<file path="src/rtl/rr_mux_arbiter.sv">
// rtl/rr_mux_arbiter.sv - N-to-1 round-robin gather mux with a registered valid/ready output
// A rotating priority pointer picks one valid source per cycle and loads it into the output register.
module rr_mux_arbiter #(
    parameter int select_bit = 1,
    parameter int data_bits  = 32
) (
    input  logic                                   clk,
    input  logic                                   rst,
    input  logic [(2**select_bit)*data_bits-1:0]   data_bus,
    input  logic [(2**select_bit)-1:0]             in_valid,
    output logic [(2**select_bit)-1:0]             in_ready,
    output logic [data_bits-1:0]                   out,
    output logic [select_bit-1:0]                  out_sel,
    output logic                                   out_valid,
    input  logic                                   out_ready
);
    localparam int N = 2**select_bit;

    logic [select_bit-1:0] rr_ptr_q, rr_ptr_d;
    logic [data_bits-1:0]  out_q, out_d;
    logic [select_bit-1:0] out_sel_q, out_sel_d;
    logic                  out_valid_q, out_valid_d;

    logic [select_bit-1:0] grant;
    logic [select_bit-1:0] idx;
    logic                  has_grant;
    logic                  load;

    assign load      = ~out_valid_q | out_ready;
    assign has_grant = |in_valid;

    // Scan from the highest offset down so the lowest offset from rr_ptr wins.
    always_comb begin
        grant = '0;
        idx   = '0;
        for (int k = N - 1; k >= 0; k--) begin
            idx = rr_ptr_q + select_bit'(k);
            if (in_valid[idx]) begin
                grant = idx;
            end
        end
    end

    // Reset gates the handshake so no source sees a spurious accept.
    always_comb begin
        in_ready = '0;
        if (load && has_grant && !rst) begin
            in_ready[grant] = 1'b1;
        end
    end

    always_comb begin
        rr_ptr_d    = rr_ptr_q;
        out_d       = out_q;
        out_sel_d   = out_sel_q;
        out_valid_d = out_valid_q;
        if (load) begin
            if (has_grant) begin
                out_d       = data_bus[grant*data_bits +: data_bits];
                out_sel_d   = grant;
                out_valid_d = 1'b1;
                rr_ptr_d    = grant + 1'b1;
            end else begin
                out_valid_d = 1'b0;
            end
        end
    end

    always_ff @(posedge clk or posedge rst) begin
        if (rst) begin
            rr_ptr_q    <= '0;
            out_q       <= '0;
            out_sel_q   <= '0;
            out_valid_q <= 1'b0;
        end else begin
            rr_ptr_q    <= rr_ptr_d;
            out_q       <= out_d;
            out_sel_q   <= out_sel_d;
            out_valid_q <= out_valid_d;
        end
    end

    assign out       = out_q;
    assign out_sel   = out_sel_q;
    assign out_valid = out_valid_q;
endmodule
</file>
<file path="config.mk">
export PLATFORM = sky130hd
export DESIGN_NAME = rr_mux_arbiter
export DESIGN_NICKNAME = d
export VERILOG_FILES = /design/src/rtl/rr_mux_arbiter.sv
export SDC_FILE = /design/constraint.sdc
export NUM_CORES = 1
export LEC_CHECK = 0
export CORE_MARGIN = 5
export CORE_UTILIZATION = 25
export DETAILED_ROUTE_END_ITERATION = 8
export HOLD_SLACK_MARGIN = 0.05
export MAX_ROUTING_LAYER = met4
export PLACE_DENSITY_LB_ADDON = 0.15
export SYNTH_ARGS = -nofsm -noshare
export SYNTH_HDL_FRONTEND = slang
export SYNTH_SLANG_ARGS = --single-unit
export TNS_END_PERCENT = 1
</file>
<file path="constraint.sdc">
create_clock -name clk -period 1.6 [get_ports clk]
set_input_delay 0.32 -clock clk [delete_from_list [all_inputs] [get_ports clk]]
set_output_delay 0.32 -clock clk [all_outputs]
set_load 0.03 [all_outputs]
</file>
==> results.md, run 1 <==
* Crit. Startpoint: rst
* Vias in the first global route at 1630
* DR WL/cell at 16.8 µm
* Largest net degree at the start of global routing at 35
* First-pass GRT wire length at 8410 µm
* Critical R2R Capture: out[7]
* Area post-placement at 2760 µm²
* Final setup fails at 0
* Area grow syn2layout at 80.3%
* Net count after synthesis at 195
* Root Driver: clkbuf_8
* Cts hold-fix bufs at 0
* Clock buffer count from CTS at 5
* Switch share at 34.2%
* Die area at 8080 µm²
* Crit. End Element: output pin
* Critical Path Fanout Max at 4
* Initial Util at 25.4%
* Num rows at 29
* Post-synthesis sequential area ratio at 54.9%
* Yosys warns at 0
* I/O pins at 105
* Clk sinks at 35
* Net Sw Power at 0.000938 W
* Relative slew margins at 70.5%
* CP Data Arrival Time at 1.27 ns
* Via Count at 1475
* Synth cell types at 20
* Antenna Nets Post-Route at 0
* Synth Area per Inst at 12.7 µm²
* Core ar. at 6280 µm²
* Post-Synthesis Cells at 126
* Pwr Total at 0.00274 W
* RR Startpoint: rr_ptr_q
* ANT cells at 0
* Cell Pwr Density at 953 nW/µm²
* Leak Pwr at 1.41 nW
* Final min period at 1.59 ns
* Commonest non-fill, non-tap cell in the layout: clkdlybuf4s50_1
* Final #Nets at 309
* Die Span Y at 89.9 µm
* CTS clock-pin slew for the worst setup and hold paths at 0.07 ns
* Final setup margin at 0.0119 ns
* Total grt overflow at 0
* Slew @ Worst Pin at 0.443 ns
* Commonest cells after routing, fill and taps aside: clkdlybuf4s50_1, dlygate4sd2_1, dfrtp_1
* Initial antenna violation count at 0
* Run status: finished clean
* Final hold violations at 0
* Gate power share at 36.6%
* Min-delay worst type: primary input to async pin
* Placement Setup Slack at -0.200 ns
* Clock network power share at 23.2%
* Sequential power share at 40.2%
* H-tree levels at 2
* Fin crit share at 99.3%
* Total GRT Usage at 13.3%
* WP data required at 1.28 ns
* Unrepaired setup endpoints after global routing: true
* Port bufs at 104
* Cell Area, Synth at 1600 µm²
* Drt drc at 0
* Register bit total from synthesis at 35
* Crit path kind: primary input to output pin
* Initial DRC count at 51
* Clock buffer depth at 2
* Fmax at 0.630 GHz
* Finished Cell Area at 2880 µm²
* R2R setup slack at 0.15 ns
* Crit start category: primary input
* Max Cap Violations at 0
* Int Pwr at 0.00181 W
* Routability-driven placement congestion ratio at 0.709
* CTS tree: done
* R2r worst-path depth at 5
* Max Slew Vio Count at 0
* First-pass DRT Iterations at 4
* Post-DP HPWL at 3970 µm
* Via-per-instance ratio at 4.64
* Total routed wirelength at 5340 µm
* Chip width at 89.9 µm
* Core Util, Final at 45.8%
* Worst vdd ir at 391 µV
* Skew-Pair Late Insertion Delay at 0.29 ns
* Layout cells sized above 1 at 17.0%
* Clock Skew at 0.0115 ns
## how the worst max path moves through the flow
stage,end,slack (ns),depth (start not counted)
floorplan,in_ready[1],-0.15,6
global placement,out[7],-0.18,5
detailed placement,out[6],-0.20,5
CTS,in_ready[1],-0.07,5
global route,in_ready[1],-0.04,4
finish,in_ready[0],0.01,4
## cell type report
type / instances / area, µm²
multi-input cells: 75 / 627
clock buffers: 5 / 68.8
fillers: 629 / 3400
clock inverters: 3 / 20.0
repair buffers: 121 / 1180
inverters: 2 / 11.3
flip-flops and latches: 35 / 876
well taps: 77 / 96.3
## state kept, by name, indices dropped and copies added, names as in the netlist
name and count:
out_valid 1, out_sel 1, rr_ptr_q 1, out 32
## per-stage QoR
step | TNS (ns) | hold slack [ns] | std cells
after floorplan | -0.148 | 0.272 | 126
after global placement | -4.40 | 0.486 | 305
after detailed placement | -5.19 | 0.482 | 305
after CTS | -0.123 | 0.269 | 316
after global routing | -0.0724 | 0.395 | 318
final | 0 | 0.391 | 318
## Yosys cell counts, drive strengths merged
master | n | area share [%]
clkbuf | 6 | 1.4
a21o | 1 | 0.47
o21ai | 1 | 0.55
inv | 2 | 0.47
dfrtp | 35 | 55
and2 | 1 | 0.39
a21boi | 1 | 0.47
buf | 8 | 5.2
nor2 | 1 | 0.23
and3 | 34 | 14
nand2b | 2 | 1.3
a221o | 32 | 20
nand2 | 1 | 0.23
a21oi | 1 | 0.31
## repair_timing
item / in CTS / in global routing
setup buffers: 3 / 2
gates resized for setup: 38 / 3
pin swaps: 1 / 3
hold endpoints to repair: 0 / 0
setup endpoints to repair: 36 / 2
## power by group through the flow
stage / combinational [W] / clock [W] / sequential (W)
detailed placement: 0.00109 / 0 / 0.00112
global placement: 0.00109 / 0 / 0.00113
finish: 0.00100 / 0.000637 / 0.00110
global route: 0.00106 / 0.000715 / 0.00112
floorplan: 0.000273 / 0 / 0.00140
CTS: 0.00101 / 0.000667 / 0.00111
## metal layers
metal | GRT usage [%] | up-vias | wire length (µm)
li1 | - | 728 | -
met1 | 17.0 | 675 | 2440
met2 | 20.7 | 67 | 2490
met3 | 3.92 | 5 | 366
met4 | 3.35 | 0 | 42
met5 | - | - | 0
## critical path: stages
cell	delay (ns)
clkdlybuf4s50_1	0.51
clkinvlp_4	0.13
and3_4	0.17
buf_12	0.13
## kinds of logic (layout without fill, tap and decap cells)
| kind of cell | count (synthesis) | after routing | share of synthesized area [%] |
|---|---|---|---|
| buffers and inverters | 16 | 131 | 7.05 |
| and+or+nand+nor | 39 | 39 | 16.0 |
| DFF | 35 | 35 | 54.9 |
| AOI/OAI and AO/OA | 36 | 36 | 22.1 |
Note: power is estimated with default switching activity, not from simulation.
==> inputs of run 2 (changes only) <==
- CORE_UTILIZATION: 25 -> 32
- GPL_TIMING_DRIVEN: not set -> 0
==> results.md, run 2 (synthesized netlist as in run 1, its figures left out) <==
* Run status: finished, violations left
* Failing checks: negative setup slack
* Commonest non-fill, non-tap cell in the layout: clkdlybuf4s50_1
* Via Count at 1533 (+3.9%)
* DR WL met2 at 2460 µm (-1.1%)
* H-tree levels at 2 (unchanged)
* Gate power share at 34.4% (-2.2 points)
* Total GRT Usage at 16.4% (+3.1 points)
* Via-per-instance ratio at 4.93 (+6.3%)
* Unrepaired setup endpoints after global routing: true
* Final #Nets at 312 (+0.97%)
* Net Sw Power at 0.000916 W (-2.4%)
* Met3 wire len at 329 µm (-10%)
* Die Span Y at 80.6 µm (-10%)
* Largest net degree at the start of global routing at 19 (-46%)
* Routability-driven placement congestion ratio at 0.735 (+3.7%)
* Final hold violations at 0 (unchanged)
* Layout cells sized above 1 at 16.8% (-0.21 points)
* Core ar. at 4790 µm² (-24%)
* Clock Skew at 0.00514 ns (-0.00632 ns)
* CP most frequent cell: buf_6
* Initial Util at 33.4% (+7.9 points)
* Area of the multi-input gates at 634 µm² (+1.2%)
* Total grt overflow at 0 (unchanged)
* Vias in the first global route at 1563 (-4.1%)
* Initial DRC count at 51 (unchanged)
* Final setup margin at -0.0269 ns (-0.0388 ns)
* Antenna Nets Post-Route at 0 (unchanged)
* First-pass GRT wire length at 7940 µm (-5.6%)
* Crit. End Element: output pin
* Crit path kind: flop to output pin
* CTS tree: done
* Final min period at 1.63 ns (+0.0388 ns)
* Slew @ Worst Pin at 0.829 ns (+0.386 ns)
* Clock buffer depth at 2 (unchanged)
* M1 WL at 2380 µm (-2.6%)
* Critical Path Fanout Max at 3 (-1)
* Area grow syn2layout at 79.5%
* Clock buffer count from CTS at 5 (unchanged)
* Register area at 876 µm² (unchanged)
* Drt drc at 0 (unchanged)
* Layout fillers at 431 (-31%)
* R2r worst-path depth at 5 (unchanged)
* Max Cap Violations at 0 (unchanged)
* Num rows at 25 (-14%)
* ANT cells at 0 (unchanged)
* Sequential power share at 37.8% (-2.4 points)
* Clk sinks at 35 (unchanged)
* Leak Pwr at 1.40 nW (-0.20%)
* DR WL/cell at 16.8 µm (-0.26%)
* Post-DP HPWL at 3720 µm (-6.2%)
* Largest register FFs at 32 (unchanged)
* Initial antenna violation count at 0 (unchanged)
* Max Slew Vio Count at 0 (unchanged)
* Clock network power share at 27.8% (+4.6 points)
* Skew-Pair Late Insertion Delay at 0.28 ns (about the same)
* Placement Setup Slack at -1.25 ns (-1.05 ns)
* R2R setup slack at 0.07 ns (-0.08 ns)
* Chip width at 80.6 µm (-10%)
* Relative slew margins at 44.4% (-26 points)
* Top sig layer: met4
* Fmax at 0.615 GHz (-2.4%)
* WP data required at 1.28 ns (about the same)
* Slowest stage delay, CP at 0.42 ns (-0.09 ns)
* Root Driver: clkbuf_8
* Crit start category: flop
* Critical-path top delay cell: dfrtp_1
* CP Data Arrival Time at 1.31 ns (+0.04 ns)
* Min-delay worst type: primary input to async pin
* First-pass DRT Iterations at 4 (unchanged)
* Minimum hold slack at 0.350 ns (-0.0404 ns)
* Die area at 6500 µm² (-20%)
* Finished Cell Area at 2870 µm² (-0.43%)
* Port bufs at 104 (unchanged)
* Final setup fails at 2 (+2)
* Cell Pwr Density at 1020 nW/µm² (+6.6%)
* Area post-placement at 2730 µm² (-1.2%)
* I/O pins at 105 (unchanged)
* Switch share at 31.4% (-2.8 points)
* Total routed wirelength at 5210 µm (-2.5%)
* Worst vdd ir at 450 µV (+15%)
* CTS clock-pin slew for the worst setup and hold paths at 0.07 ns (about the same)
* Crit-path cells: a21boi_4 -> buf_6 -> and3_4 -> buf_6
* Int Pwr at 0.00200 W (+11%)
* Commonest cells after routing, fill and taps aside: clkdlybuf4s50_1, dlygate4sd2_1, dfrtp_1
* Fin crit share at 102% (+2.4 points)
run 2: cell type report:
type | instances | area share [%]
multi-input cells | 75 | 22.1
clock inverters | 2 | 1.22
clock buffers | 6 | 2.88
repair inverters | 1 | 0.175
well taps | 67 | 2.93
inverters | 2 | 0.393
plain buffers | 11 | 2.79
flip-flops and latches | 35 | 30.6
repair buffers | 112 | 36.9
run 2: final timing paths:
kind / start / end
setup / recovery: rr_ptr_q / in_ready[0]
hold / removal: rst / out[8]
setup reg to reg: out_valid / out[11]
hold reg to reg: out_sel / out_sel
max in group asynchronous: rst / out[16]
min in group clk: out_sel / out_sel
run 2: critical path, delay by kind of cell, from the launching register on:
kind | cells | cell delay, ns
flops | 1 | 0.42
simple gates | 1 | 0.18
compound gates | 1 | 0.19
buf+inv | 2 | 0.24
run 2: repair_timing:
action | CTS | global route
pin swaps | 3 | 1
cloned | 1 | 0
gates resized for setup | 60 | 7
setup buffers | 7 | 1
setup endpoints to repair | 65 | 30
hold buffers | 0 | 0
run 2: metal layers:
metal	GRT usage (%)	up-vias
li1	-	736
met1	21.3	731
met2	26.5	61
met3	3.48	5
met4	3.55	0
met5	-	-
run 2: power by group through the flow:
| stage | clock network, W | registers [W] | logic, W |
|---|---|---|---|
| 2_1_floorplan | 0 | 0.00140 | 0.000273 |
| 3_3_place_gp | 0 | 0.00112 | 0.00108 |
| 3_5_place_dp | 0 | 0.00112 | 0.00109 |
| 4_1_cts | 0.000835 | 0.00110 | 0.00101 |
| 5_1_grt | 0.000869 | 0.00112 | 0.00106 |
| 6_report | 0.000811 | 0.00110 | 0.00100 |
run 2: stage by stage:
stage / power, W / util, % / TNS [ns] / instances
after global routing: 0.00305 / 59.9 / -0.443 / 311
final: 0.00291 / 59.9 / -0.0330 / 311
after detailed placement: 0.00220 / 56.9 / -13.77 / 297
after global placement: 0.00220 / 56.9 / -13.27 / 297
after floorplan: 0.00167 / - / -0.148 / 126
after CTS: 0.00295 / 59.8 / -0.162 / 311
==> inputs of run 3 (changes only) <==
- CORE_UTILIZATION: 32 -> 33
- CTS_BUF_LIST: not set -> sky130_fd_sc_hd__clkbuf_4 sky130_fd_sc_hd__clkbuf_8
==> results.md, run 3 (synthesized netlist as in run 1, its figures left out) <==
* I/O pins at 105 (unchanged)
* Drt drc at 0 (unchanged)
* Clock Skew at 0.00834 ns (+0.00320 ns)
* Worst vdd ir at 579 µV (+29%)
* Initial DRC count at 46 (-9.8%)
* Total GRT Usage at 17.7% (+1.3 points)
* Die area at 6330 µm² (-2.7%)
* Slowest stage delay, CP at 0.42 ns (about the same)
* Die Span Y at 79.6 µm (-1.3%)
* Final #Nets at 313 (+0.32%)
* Clock buffer count from CTS at 5 (unchanged)
* First-pass DRT Iterations at 4 (unchanged)
* Cell Pwr Density at 1010 nW/µm² (-0.49%)
* Initial Util at 33.8% (+0.44 points)
* Crit start category: flop
* CTS clock-pin slew for the worst setup and hold paths at 0.08 ns (about the same)
* Num rows at 25 (unchanged)
* Final min period at 1.62 ns (-0.00405 ns)
* Total grt overflow at 0 (unchanged)
* ANT cells at 0 (unchanged)
* Largest register FFs at 32 (unchanged)
* Via-per-instance ratio at 4.87 (-1.2%)
* Fmax at 0.616 GHz (+0.25%)
* CTS tree: done
* Crit-path cells: nand2b_4 -> and3_4 -> and2_4 -> buf_6
* Antenna Nets Post-Route at 0 (unchanged)
* First-pass GRT wire length at 8310 µm (+4.7%)
* WP data required at 1.28 ns (about the same)
* Initial antenna violation count at 0 (unchanged)
* Crit. End Element: output pin
* Crit-path leading delay family: simple AND/OR/NAND/NOR gates
* Final setup margin at -0.0229 ns (+0.00405 ns)
* Total routed wirelength at 5320 µm (+2.1%)
* Skew-Pair Late Insertion Delay at 0.28 ns (about the same)
* Largest net degree at the start of global routing at 19 (unchanged)
* Core ar. at 4720 µm² (-1.3%)
* Clock buffer depth at 2 (unchanged)
* Failing checks: negative setup slack
* RR Startpoint: out_valid
* CP Data Arrival Time at 1.30 ns (about the same)
* DR WL/cell at 17.1 µm (+1.8%)
* Fin crit share at 101% (-0.25 points)
* Crit path kind: flop to output pin
* Root Driver: clkbuf_8
* Commonest non-fill, non-tap cell in the layout: clkdlybuf4s50_1
* Min-delay worst type: primary input to async pin
* Critical-path top delay cell: dfrtp_1
* Final setup fails at 2 (unchanged)
* Layout cells sized above 1 at 17.1% (+0.34 points)
* Finished Cell Area at 2870 µm² (about the same)
* Unrepaired setup endpoints after global routing: true
* Area grow syn2layout at 79.6% (about the same)
* Relative slew margins at 45.1% (+0.63 points)
* Slew @ Worst Pin at 0.819 ns (-0.00943 ns)
* Cts hold-fix bufs at 0 (unchanged)
* H-tree levels at 2 (unchanged)
* Leak Pwr at 1.41 nW (+0.18%)
* Max Slew Vio Count at 0 (unchanged)
* Via Count at 1519 (-0.91%)
* Area post-placement at 2730 µm² (unchanged)
* Core Util, Final at 60.7% (+0.85 points)
* Critical R2R Capture: out[14]
* R2R setup slack at 0.04 ns (-0.03 ns)
* Clk sinks at 35 (unchanged)
* Critical Path Fanout Max at 3 (unchanged)
* Port bufs at 104 (unchanged)
* Final hold violations at 0 (unchanged)
* Chip width at 79.6 µm (-1.3%)
* R2r worst-path depth at 5 (unchanged)
* Post-DP HPWL at 3700 µm (-0.59%)
* Vias in the first global route at 1597 (+2.2%)
* Max Cap Violations at 0 (unchanged)
* Routability-driven placement congestion ratio at 0.741 (+0.78%)
* CP bufs+invs at 1 (-1)
* Commonest cells after routing, fill and taps aside: clkdlybuf4s50_1, dlygate4sd2_1, dfrtp_1
* Run status: finished, violations left
==> run 3: changes by cell type in the layout (fill, tap and decap cells not counted) <==
cell,before,now
clkinv_4,0,1
clkbuf_2,1,2
clkbuf_8,6,5
buf_4,8,9
buf_2,3,2
==> run 3: repair_timing <==
action                                  4_1_cts  5_1_grt
endpoints found under the setup margin       64       30
gates resized for setup                      58        9
gates cloned                                  1        0
buffers inserted                              7        2
pin swaps                                     3        0
hold endpoints to repair                      0        0
==> run 3: worst register-to-register path, cell delays in order (launching register included) <==
cell      delay, ns
dfrtp_1        0.41
nand2b_4       0.09
buf_4          0.14
o21ai_2        0.12
clkbuf_1       0.28
a221o_1        0.41
==> run 3: how the worst max path moves through the flow <==
| stage | startpoint | endpoint | slack, ns | cells past startpoint |
|---|---|---|---|---|
| floorplan | out_valid | in_ready[1] | -0.15 | 6 |
| global placement | rst | in_ready[0] | -1.28 | 4 |
| detailed placement | rst | in_ready[0] | -1.27 | 4 |
| CTS | rr_ptr_q | in_ready[1] | -0.15 | 5 |
| global route | rr_ptr_q | in_ready[1] | -0.08 | 4 |
| finish | rr_ptr_q | in_ready[1] | -0.02 | 4 |
==> run 3: area by class of cell <==
cell class	count	area (µm²)
Multi-Input combinational cell	75	634
Clock inverter	3	43.8
Tap cell	67	83.8
Clock buffer	5	68.8
Buffer	11	80.1
Timing Repair inverter	1	5.00
Fill cell	413	1860
Inverter	2	11.3
Timing Repair Buffer	113	1060
Sequential cell	35	876
==> run 3: stage by stage <==
step / TNS [ns] / worst slack (ns) / total power, W / hold WS (ns) / cells
after detailed placement: -13.25 / -1.27 / 0.00221 / 0.468 / 297
after CTS: -0.204 / -0.147 / 0.00293 / 0.306 / 311
after global routing: -0.576 / -0.0807 / 0.00305 / 0.332 / 312
after global placement: -12.86 / -1.28 / 0.00220 / 0.460 / 297
final: -0.0382 / -0.0229 / 0.00290 / 0.309 / 312
after floorplan: -0.148 / -0.148 / 0.00167 / 0.272 / 126
==> run 3: metal layers <==
layer  part of all wire (%)  GRT usage [%]
met1                     45           23.2
met2                     48           28.1
met3                    7.4           4.63
met4                   0.28           3.09
met5                      0              -
==> run 3: power by group <==
group | switching [W] | internal, W
registers | 0.0000761 | 0.00103
logic | 0.000537 | 0.000467
clock network | 0.000331 | 0.000464
total | 0.000945 | 0.00196
